[config.mk]
export PLATFORM = sky130hd
export DESIGN_NAME = roic_frame_sequencer
export DESIGN_NICKNAME = d
export VERILOG_FILES = /design/src/rtl/roic_pkg.sv /design/src/rtl/adc_deser.sv /design/src/rtl/roic_frame_sequencer.sv
export SDC_FILE = /design/constraint.sdc
export NUM_CORES = 1
export LEC_CHECK = 0
export ABC_AREA = 1
export ABC_CLOCK_PERIOD_IN_PS = 1600
export CAP_MARGIN = 20
export CORE_MARGIN = 2
export CORE_UTILIZATION = 30
export CTS_CLUSTER_SIZE = 16
export DETAILED_ROUTE_END_ITERATION = 8
export PLACE_DENSITY_LB_ADDON = 0.3
export SETUP_SLACK_MARGIN = 0.02
export SYNTH_ARGS = -nofsm -noshare
export SYNTH_HDL_FRONTEND = slang
export SYNTH_SLANG_ARGS = --single-unit
[constraint.sdc]
create_clock -name OSC_in -period 1.6 [get_ports OSC_in]
set_input_delay 0.32 -clock OSC_in [delete_from_list [all_inputs] [get_ports OSC_in]]
set_output_delay 0.32 -clock OSC_in [all_outputs]
set_load 0.01 [all_outputs]
[src/rtl/roic_pkg.sv]
`default_nettype none
// ----------------------------------------------------------------------------
// roic_pkg : shared state encoding, default durations and width helpers
// Rev 1.0
// ----------------------------------------------------------------------------
package roic_pkg;

  typedef enum logic [3:0] {
    S_IDLE   = 4'd0,
    S_RST    = 4'd1,
    S_INTG   = 4'd2,
    S_PHASEC = 4'd3,
    S_DELAY  = 4'd4,
    S_SMPL   = 4'd5,
    S_CNVRT  = 4'd6,
    S_TRNSFR = 4'd7,
    S_STOP   = 4'd8
  } state_e;

  localparam int DEF_NROWS      = 3;
  localparam int DEF_NLANES     = 2;
  localparam int DEF_ADC_BITS   = 10;
  localparam int DEF_CNV_CLKS   = 9;
  localparam int DEF_RST_CYC    = 64;
  localparam int DEF_INTG_CYC   = 1024;
  localparam int DEF_PHC_CYC    = 8;
  localparam int DEF_DLY_CYC    = 8;
  localparam int DEF_SMPL_CYC   = 32;
  localparam int DEF_STOP_CYC   = 6;
  localparam int DEF_CAL_FRAMES = 64;

  function automatic int word_width(input int nlanes, input int adc_bits);
    return nlanes * adc_bits;
  endfunction

  // Bits needed to hold 0..n-1, never less than one.
  function automatic int bits_for(input int n);
    return (n > 1) ? $clog2(n) : 1;
  endfunction

  function automatic int imax(input int a, input int b);
    return (a > b) ? a : b;
  endfunction

endpackage
`default_nettype wire

[src/rtl/adc_deser.sv]
`default_nettype none
// ----------------------------------------------------------------------------
// adc_deser : per-lane MSB-first shift registers for the column ADC serial data
// Rev 1.0
// ----------------------------------------------------------------------------
module adc_deser
  import roic_pkg::*;
#(
  parameter int NLANES   = DEF_NLANES,
  parameter int ADC_BITS = DEF_ADC_BITS
) (
  input  logic                                      clk_i,
  input  logic                                      rst_i,
  input  logic                                      clr_i,
  input  logic                                      shift_en_i,
  input  logic [NLANES-1:0]                         sdata_i,
  output logic [word_width(NLANES, ADC_BITS)-1:0]   word_o
);

  for (genvar l = 0; l < NLANES; l++) begin : g_lane
    logic [ADC_BITS-1:0] lane_q;

    always_ff @(posedge clk_i) begin
      if (rst_i || clr_i) begin
        lane_q <= '0;
      end else if (shift_en_i) begin
        lane_q <= {lane_q[ADC_BITS-2:0], sdata_i[l]};
      end
    end

    assign word_o[l*ADC_BITS +: ADC_BITS] = lane_q;
  end

endmodule
`default_nettype wire

[src/rtl/roic_frame_sequencer.sv]
`default_nettype none
// ----------------------------------------------------------------------------
// roic_frame_sequencer : pixel phase, row select and column ADC frame sequencer
// Rev 1.0
// ----------------------------------------------------------------------------
module roic_frame_sequencer
  import roic_pkg::*;
#(
  parameter int NROWS      = DEF_NROWS,
  parameter int NLANES     = DEF_NLANES,
  parameter int ADC_BITS   = DEF_ADC_BITS,
  parameter int CNV_CLKS   = DEF_CNV_CLKS,
  parameter int RST_CYC    = DEF_RST_CYC,
  parameter int INTG_CYC   = DEF_INTG_CYC,
  parameter int PHC_CYC    = DEF_PHC_CYC,
  parameter int DLY_CYC    = DEF_DLY_CYC,
  parameter int SMPL_CYC   = DEF_SMPL_CYC,
  parameter int STOP_CYC   = DEF_STOP_CYC,
  parameter int CAL_FRAMES = DEF_CAL_FRAMES
) (
  input  logic                                      OSC_in,
  input  logic                                      Rst_in,
  input  logic                                      Start,
  input  logic                                      Continuous,
  output logic                                      Busy,
  output logic                                      PhaseA,
  output logic                                      PhaseC,
  output logic                                      PixRst,
  output logic [NROWS-1:0]                          RowSel,
  output logic                                      ADRst,
  output logic                                      ADMode,
  output logic                                      ADMode1,
  output logic                                      ADClk,
  input  logic [NLANES-1:0]                         ADSout,
  output logic [word_width(NLANES, ADC_BITS)-1:0]   Word,
  output logic                                      WordValid,
  output logic [bits_for(NROWS)-1:0]                RowIdx,
  output logic                                      FrameDone,
  output logic                                      CalReq
);

  localparam int MAXD = imax(imax(imax(RST_CYC, INTG_CYC), imax(PHC_CYC, DLY_CYC)),
                             imax(imax(SMPL_CYC, STOP_CYC), imax(2*CNV_CLKS, 2*ADC_BITS)));
  localparam int CW   = bits_for(MAXD);
  localparam int RW   = bits_for(NROWS);
  localparam int FCW  = bits_for(CAL_FRAMES);

  localparam logic [CW-1:0]  L_RST    = CW'(RST_CYC - 1);
  localparam logic [CW-1:0]  L_INTG   = CW'(INTG_CYC - 1);
  localparam logic [CW-1:0]  L_PHC    = CW'(PHC_CYC - 1);
  localparam logic [CW-1:0]  L_DLY    = CW'(DLY_CYC - 1);
  localparam logic [CW-1:0]  L_SMPL   = CW'(SMPL_CYC - 1);
  localparam logic [CW-1:0]  L_CNV    = CW'(2*CNV_CLKS - 1);
  localparam logic [CW-1:0]  L_TRN    = CW'(2*ADC_BITS - 1);
  localparam logic [CW-1:0]  L_STOP   = CW'(STOP_CYC - 1);
  localparam logic [RW-1:0]  ROW_LAST = RW'(NROWS - 1);
  localparam logic [FCW-1:0] FC_LAST  = FCW'((CAL_FRAMES > 0) ? CAL_FRAMES - 1 : 0);

  state_e           state_q, state_d;
  logic [CW-1:0]    cnt_q, cnt_d;
  logic [RW-1:0]    row_q, row_d;
  logic [NROWS-1:0] rowsel_q, rowsel_d;
  logic [FCW-1:0]   fcnt_q, fcnt_d;
  logic             shift_en, clr;

  always_ff @(posedge OSC_in) begin
    if (Rst_in) begin
      state_q  <= S_IDLE;
      cnt_q    <= '0;
      row_q    <= '0;
      rowsel_q <= '0;
      fcnt_q   <= '0;
    end else begin
      state_q  <= state_d;
      cnt_q    <= cnt_d;
      row_q    <= row_d;
      rowsel_q <= rowsel_d;
      fcnt_q   <= fcnt_d;
    end
  end

  always_comb begin
    state_d   = state_q;
    cnt_d     = cnt_q + CW'(1);
    row_d     = row_q;
    rowsel_d  = rowsel_q;
    fcnt_d    = fcnt_q;
    PhaseA    = 1'b0;
    PhaseC    = 1'b0;
    PixRst    = 1'b0;
    ADRst     = 1'b0;
    ADMode    = 1'b0;
    ADMode1   = 1'b0;
    ADClk     = 1'b0;
    WordValid = 1'b0;
    FrameDone = 1'b0;
    CalReq    = 1'b0;
    shift_en  = 1'b0;
    clr       = 1'b0;
    case (state_q)
      S_IDLE: begin
        PhaseA = 1'b1;
        PixRst = 1'b1;
        cnt_d  = '0;
        if (Start) begin
          state_d = S_RST;
          row_d   = '0;
        end
      end
      S_RST: begin
        PhaseA = 1'b1;
        if (cnt_q == L_RST) state_d = S_INTG;
      end
      S_INTG: begin
        if (cnt_q == L_INTG) state_d = S_PHASEC;
      end
      S_PHASEC: begin
        PhaseC = 1'b1;
        if (cnt_q == L_PHC) state_d = S_DELAY;
      end
      S_DELAY: begin
        if (cnt_q == L_DLY) begin
          state_d  = S_SMPL;
          rowsel_d = NROWS'(1) << row_q;
        end
      end
      S_SMPL: begin
        ADMode = 1'b1;
        clr    = 1'b1;
        if (cnt_q == L_SMPL) state_d = S_CNVRT;
      end
      S_CNVRT: begin
        ADRst  = 1'b1;
        ADMode = 1'b1;
        ADClk  = cnt_q[0];
        if (cnt_q == L_CNV) state_d = S_TRNSFR;
      end
      S_TRNSFR: begin
        // Data is taken on the ADClk-high cycles only, one bit per period.
        ADRst    = 1'b1;
        ADMode1  = 1'b1;
        ADClk    = cnt_q[0];
        shift_en = cnt_q[0];
        if (cnt_q == L_TRN) state_d = S_STOP;
      end
      S_STOP: begin
        WordValid = (cnt_q == '0);
        if (cnt_q == L_STOP) begin
          rowsel_d = '0;
          if (row_q != ROW_LAST) begin
            row_d   = row_q + RW'(1);
            state_d = S_DELAY;
          end else begin
            FrameDone = 1'b1;
            row_d     = '0;
            if (CAL_FRAMES != 0) begin
              if (fcnt_q == FC_LAST) begin
                CalReq = 1'b1;
                fcnt_d = '0;
              end else begin
                fcnt_d = fcnt_q + FCW'(1);
              end
            end
            state_d = Continuous ? S_RST : S_IDLE;
          end
        end
      end
      default: state_d = S_IDLE;
    endcase
    if (state_d != state_q) cnt_d = '0;
  end

  assign Busy   = (state_q != S_IDLE);
  assign RowSel = rowsel_q;
  assign RowIdx = row_q;

  adc_deser #(
    .NLANES   (NLANES),
    .ADC_BITS (ADC_BITS)
  ) u_deser (
    .clk_i      (OSC_in),
    .rst_i      (Rst_in),
    .clr_i      (clr),
    .shift_en_i (shift_en),
    .sdata_i    (ADSout),
    .word_o     (Word)
  );

endmodule
`default_nettype wire
# Word-level counts from Yosys, hierarchy flattened
# Cells that the tools add are included.
# W data, S select, Z words.
[totals]
wordCells = 83
output_inout_bits = 36
ff_bits = 45
inputBits = 6
[op_classes]
eq_ne = 21
add_sub_neg = 3
bitwise_logic = 1
reduce_logical = 13
shifts = 1
mux = 37
[ops]
columns = ["op", "count"]
rows = [
  ["$mux W4", 9],
  ["$pmux W4 S9", 1],
  ["$eq A10 B5 Y1 const B", 3],
  ["$eq A10 B3 Y1 const B", 2],
  ["$mux W1", 18],
  ["$eq A4 B3 Y1 const B", 4],
  ["$add A10 B1 Y10 const B", 1],
  ["$eq A10 B10 Y1 const B", 1],
  ["$eq A10 B6 Y1 const B", 1],
  ["$logic_not A10 Y1", 1],
  ["$mux W3", 3],
  ["$reduce_and A3 Y1", 3],
  ["$eq A4 B2 Y1 const B", 2],
  ["$ne A2 B2 Y1 const B", 4],
  ["$add A6 B1 Y6 const B", 1],
  ["$eq A6 B6 Y1 const B", 1],
  ["$mux W2", 3],
  ["$mux W6", 1],
  ["$pmux W3 S2", 1],
  ["$reduce_or A2 Y1", 3],
  ["$eq A4 B1 Y1 const B", 1],
  ["$eq A4 B4 Y1 const B", 1],
  ["$logic_not A4 Y1", 1],
  ["$ne A4 B4 Y1", 1],
  ["other kinds (8)", 9],
]

# Logic depth before layout (Yosys ltp)
[logic_depth]
word_depth = 6
depth_mapped = 12
ltp_nobuf = 11

# By module
# Synthesis repeated with hierarchy kept, for this count alone.
[unflattened]
cells_unflattened = 389
hier_area_um2 = 2474.9
[modules_own_cells]
columns = ["module", "cells_per_inst", "seq_area_each_um2", "area_per_inst_um2", "instances"]
rows = [
  ["roic_frame_sequencer", 262, 500.5, 1632.8, 1],
  ["adc_deser", 127, 400.4, 842.1, 1],
]

# Least setup slack after synthesis
# No wires, ideal clock.
[synth_timing]
kind = "flip-flop to output port"
from = "register cnt_q[0]"
to = "output port CalReq"
n_path_buf = 0
setup_slack_ps = -198
required_time_ps = 1280
stages_incl_launch_ff = 8
arrival_time_ps = 1478
path_cell_list = "dfxtp_1 -> ha_1 -> nand3_1 -> nor2_1 -> nand3_2 -> nor3_2 -> nand2_1 -> nor3_1"
[synth_via]
elab_chain_len = 3
[synth_lines]
columns = ["item", "line_no", "text"]
rows = [
  ["from (decl)", "roic_frame_sequencer.sv:60", "logic [CW-1:0] cnt_q, cnt_d;"],
  ["from (signal assigned)", "roic_frame_sequencer.sv:75", "cnt_q <= cnt_d;"],
  ["$eq A10 B3 Y1", "roic_frame_sequencer.sv:148", "if (cnt_q == L_STOP) begin"],
  ["$mux W1", "roic_frame_sequencer.sv:148", ""],
  ["$mux W1", "roic_frame_sequencer.sv:100", "case (state_q)"],
  ["to (decl)", "roic_frame_sequencer.sv:39", "output logic CalReq"],
]
# No other way between the ends.

# Final worst setup path
[layout_timing]
from = "register state_q[1]"
to = "output port WordValid"
[layout_via]
elab_chain_len = 2
[layout_lines]
columns = ["item", "line_no", "text"]
rows = [
  ["from (decl)", "roic_frame_sequencer.sv:59", "state_e state_q, state_d;"],
  ["from (signal assigned)", "roic_frame_sequencer.sv:74", "state_q <= state_d;"],
  ["$eq A4 B4 Y1", "roic_frame_sequencer.sv:100", ""],
  ["$mux W1", "roic_frame_sequencer.sv:100", ""],
  ["to (decl)", "roic_frame_sequencer.sv:36", "output logic WordValid,"],
]
# No other way between the ends.

==> impl_metrics.ini <==
[min_path]
min-delay-start = RowSel[2]
worstHoldPathType = flop to flop
holdPathEnd = RowSel[2]
whs_path_depth = 2

[setup_path]
endpoint_kind = output pin
arrival_ns = 1.70
r2r_cells = 10
r2r_start = cnt_q[2]
critPathKind = flop to output pin
worstPathMaxFanout = 2
setup.worst_path.start_class = flop
critPathRequiredTime_ns = 1.28
r2r-end = cnt_q[7]
reg2reg_slack_ns = -0.39

[run_status]
status = finished, violations left
violations = negative setup slack

[synthesis]
synth.distinct_cells = 28
syn_avg_cell_area_um2 = 6.88
synth-edff-count = 0
synth_warnings = 0
synth_seq_cells = 45
synth-async-reset-ratio_pct = 0
netlist_top_cells_area = dfxtp_1 (41%), nor2_1 (13%), inv_1 (7.1%)
synth-main-ff-cell = dfxtp_1
synth-seq-area-share_pct = 40.6
synthMostInstantiatedCell = nor2_1
synth_top_area_share_pct = 40.6
synthesis.nets = 334
syn_inst = 323
ys_top_cells_by_count = nor2_1 (79), dfxtp_1 (45), inv_1 (42)
synth_top_area_cell = dfxtp_1
synthesis.area_um2 = 2220

[timing]
layout_setup_ws_ns = -0.420
timing.slew.headroom_pct = 79.7
worstMarginPinSlew_ns = 0.302
max_freq_ghz = 0.495
hold_viol = 0
slew_violations = 0
setup_viol_count_final = 46
fin_crit_sh_pct = 126
period_needed_ns = 2.02
fin_skew_ns = 0.00380
setup_tns_ns = -6.90
rsz0062_at_grt = yes

[cts]
path_clk_slew_ns = 0.08
numCtsBuffers = 5
insertion_delay_ns = 0.29
cts_tree = yes
cts_root_buf = clkbuf_8
htree_num_levels = 2
cts.path.max_buffers = 2
cts.sinks = 45

[grt]
met2_usage_pct = 27.5
grt.met3_usage_pct = 3.69
busiest_layer = met2
grt.met1_usage_pct = 20.7
grt_remaining_overflow = 0
grtUsageTotal_pct = 16.2
antenna_found_initial = 0
grt_max_degree = 21
grt_pass1_vias = 2514
grt_first_pass_wirelength_mm = 11.1

[layout]
final_area_um2 = 4200
area_growth_pct = 89.1
final_cells = 562
n_antenna_cell = 0
utilization_pct = 58.2
drive_above_1_share_pct = 51.8
final_net_count = 474

[place]
dpl.hpwl_mm = 4.46
gp_congestion = 0.824
placed_area_um2 = 3300
io_buffers = 41
dp_cells = 529

[floorplan]
die_x_um = 90.0
die_y_um = 90.0
start_util_pct = 30.8
die_area_um2 = 8110
fp-row-count = 31
core_area_um2 = 7210
io_pins = 42

[routing]
drt-pass1-iter-count = 5
ant_nets = 0
vias_per_cell = 4.65
wirelength_mm = 7.49
vias = 2616
drc = 0
drtIter0Drc = 119
wl_per_cell_um = 13.3

[power]
ir_drop_uv = 457
powerDensity_nw_per_um2 = 526
finalPower_uw = 2210
p_leak_uw = 0.00195

[run]
drv_cap = 0
[final cells by class]
| type | count | area, µm² |
|---|---|---|
| Fill cell | 637 | 3020 |
| Multi-Input combinational cell | 229 | 1570 |
| Timing Repair Buffer | 140 | 1310 |
| Sequential cell | 45 | 918 |
| Inverter | 42 | 168 |
| Tap cell | 99 | 124 |
| Clock buffer | 5 | 68.8 |
| Clock inverter | 2 | 38.8 |
[through the flow]
step	setup slack, ns	hold slack [ns]
final	-0.420	0.471
after CTS	-0.432	0.472
after floorplan	-0.0827	0.455
after detailed placement	-0.491	0.459
after global routing	-0.518	0.501
after global placement	-0.480	0.455
[logic make-up (layout without fill, tap and decap cells)]
| group | Yosys count | in the layout | share of synthesized area [%] |
|---|---|---|---|
| adder cells (fa/ha/maj) | 5 | 5 | 2.82 |
| AND/OR/NAND/NOR | 169 | 170 | 34.5 |
| AO/OA/AOI/OAI | 47 | 47 | 10.6 |
| XOR/XNOR | 7 | 7 | 2.76 |
| flip-flops | 45 | 45 | 40.6 |
| buffers and inverters | 50 | 189 | 8.68 |
[cell usage in the layout (no fill, tap or decap), types with 2 or more instances in the layout]
cell	instances
nor3_4	4
dlygate4sd2_1	2
dfxtp_1	31
nand3_1	9
nor2_4	17
dlymetal6s2s_1	12
clkbuf_16	2
ha_4	2
clkbuf_8	5
nor3_2	4
inv_2	10
buf_2	6
nand2_4	2
o21ai_0	9
dfxtp_2	14
buf_6	27
ha_1	3
clkdlybuf4s50_1	16
nor3_1	4
inv_4	4
nor2_1	50
nand2_2	10
inv_1	28
buf_8	3
xnor2_1	3
nand3_4	4
nor2_2	19
xor2_1	4
o21ai_2	20
nand3_2	6
a21oi_2	3
o21ai_1	2
nand2_1	32
nand4_1	5
a21oi_1	12
buf_4	71
[worst max path at each step]
| stage | cells past startpoint | from | to | slack, ns |
|---|---|---|---|---|
| after floorplan | 7 | state_q[0] | CalReq | -0.08 |
| after global placement | 9 | cnt_q[1] | CalReq | -0.48 |
| after detailed placement | 9 | cnt_q[1] | CalReq | -0.49 |
| after CTS | 9 | cnt_q[1] | CalReq | -0.43 |
| after global routing | 10 | cnt_q[2] | cnt_q[6] | -0.52 |
| final | 7 | state_q[1] | WordValid | -0.42 |
[report_power, final]
group	switching, µW	leakage [µW]	internal, µW
Combinational	117	0.00153	102
Clock	393	0.0000546	463
Sequential	5.89	0.000370	1130
Total	515	0.00195	1690
[routing by layer]
layer,wire [µm],part of all wire (%),up-vias
li1,-,-,1309
met1,3230,43,1226
met2,3760,50,65
met3,327,4.4,16
met4,172,2.3,0
met5,0,0,-
[timing repair]
item	CTS	global route
pin swaps	20	40
cloned	1	4
hold buffers	0	0
endpoints found under the setup margin	48	59
setup buffers	15	13
endpoints found under the hold margin	0	0
gates resized for setup	101	148
[state kept, by name, indices dropped and copies added (netlist names)]
| signal | flops |
|---|---|
| RowSel | 3 |
| u_deser.g_lane.lane_q | 20 |
| RowIdx | 2 |
| fcnt_q | 6 |
| state_q | 4 |
| cnt_q | 10 |
[critical path, cell delays in order, from the launching register on]
cell and delay [ns]:
dfxtp_2 0.34, nor2_4 0.12, inv_2 0.06, nor3_4 0.25
buf_4 0.16, inv_2 0.05, nor4b_4 0.26, buf_2 0.17
Note: power is estimated with default switching activity, not from simulation.
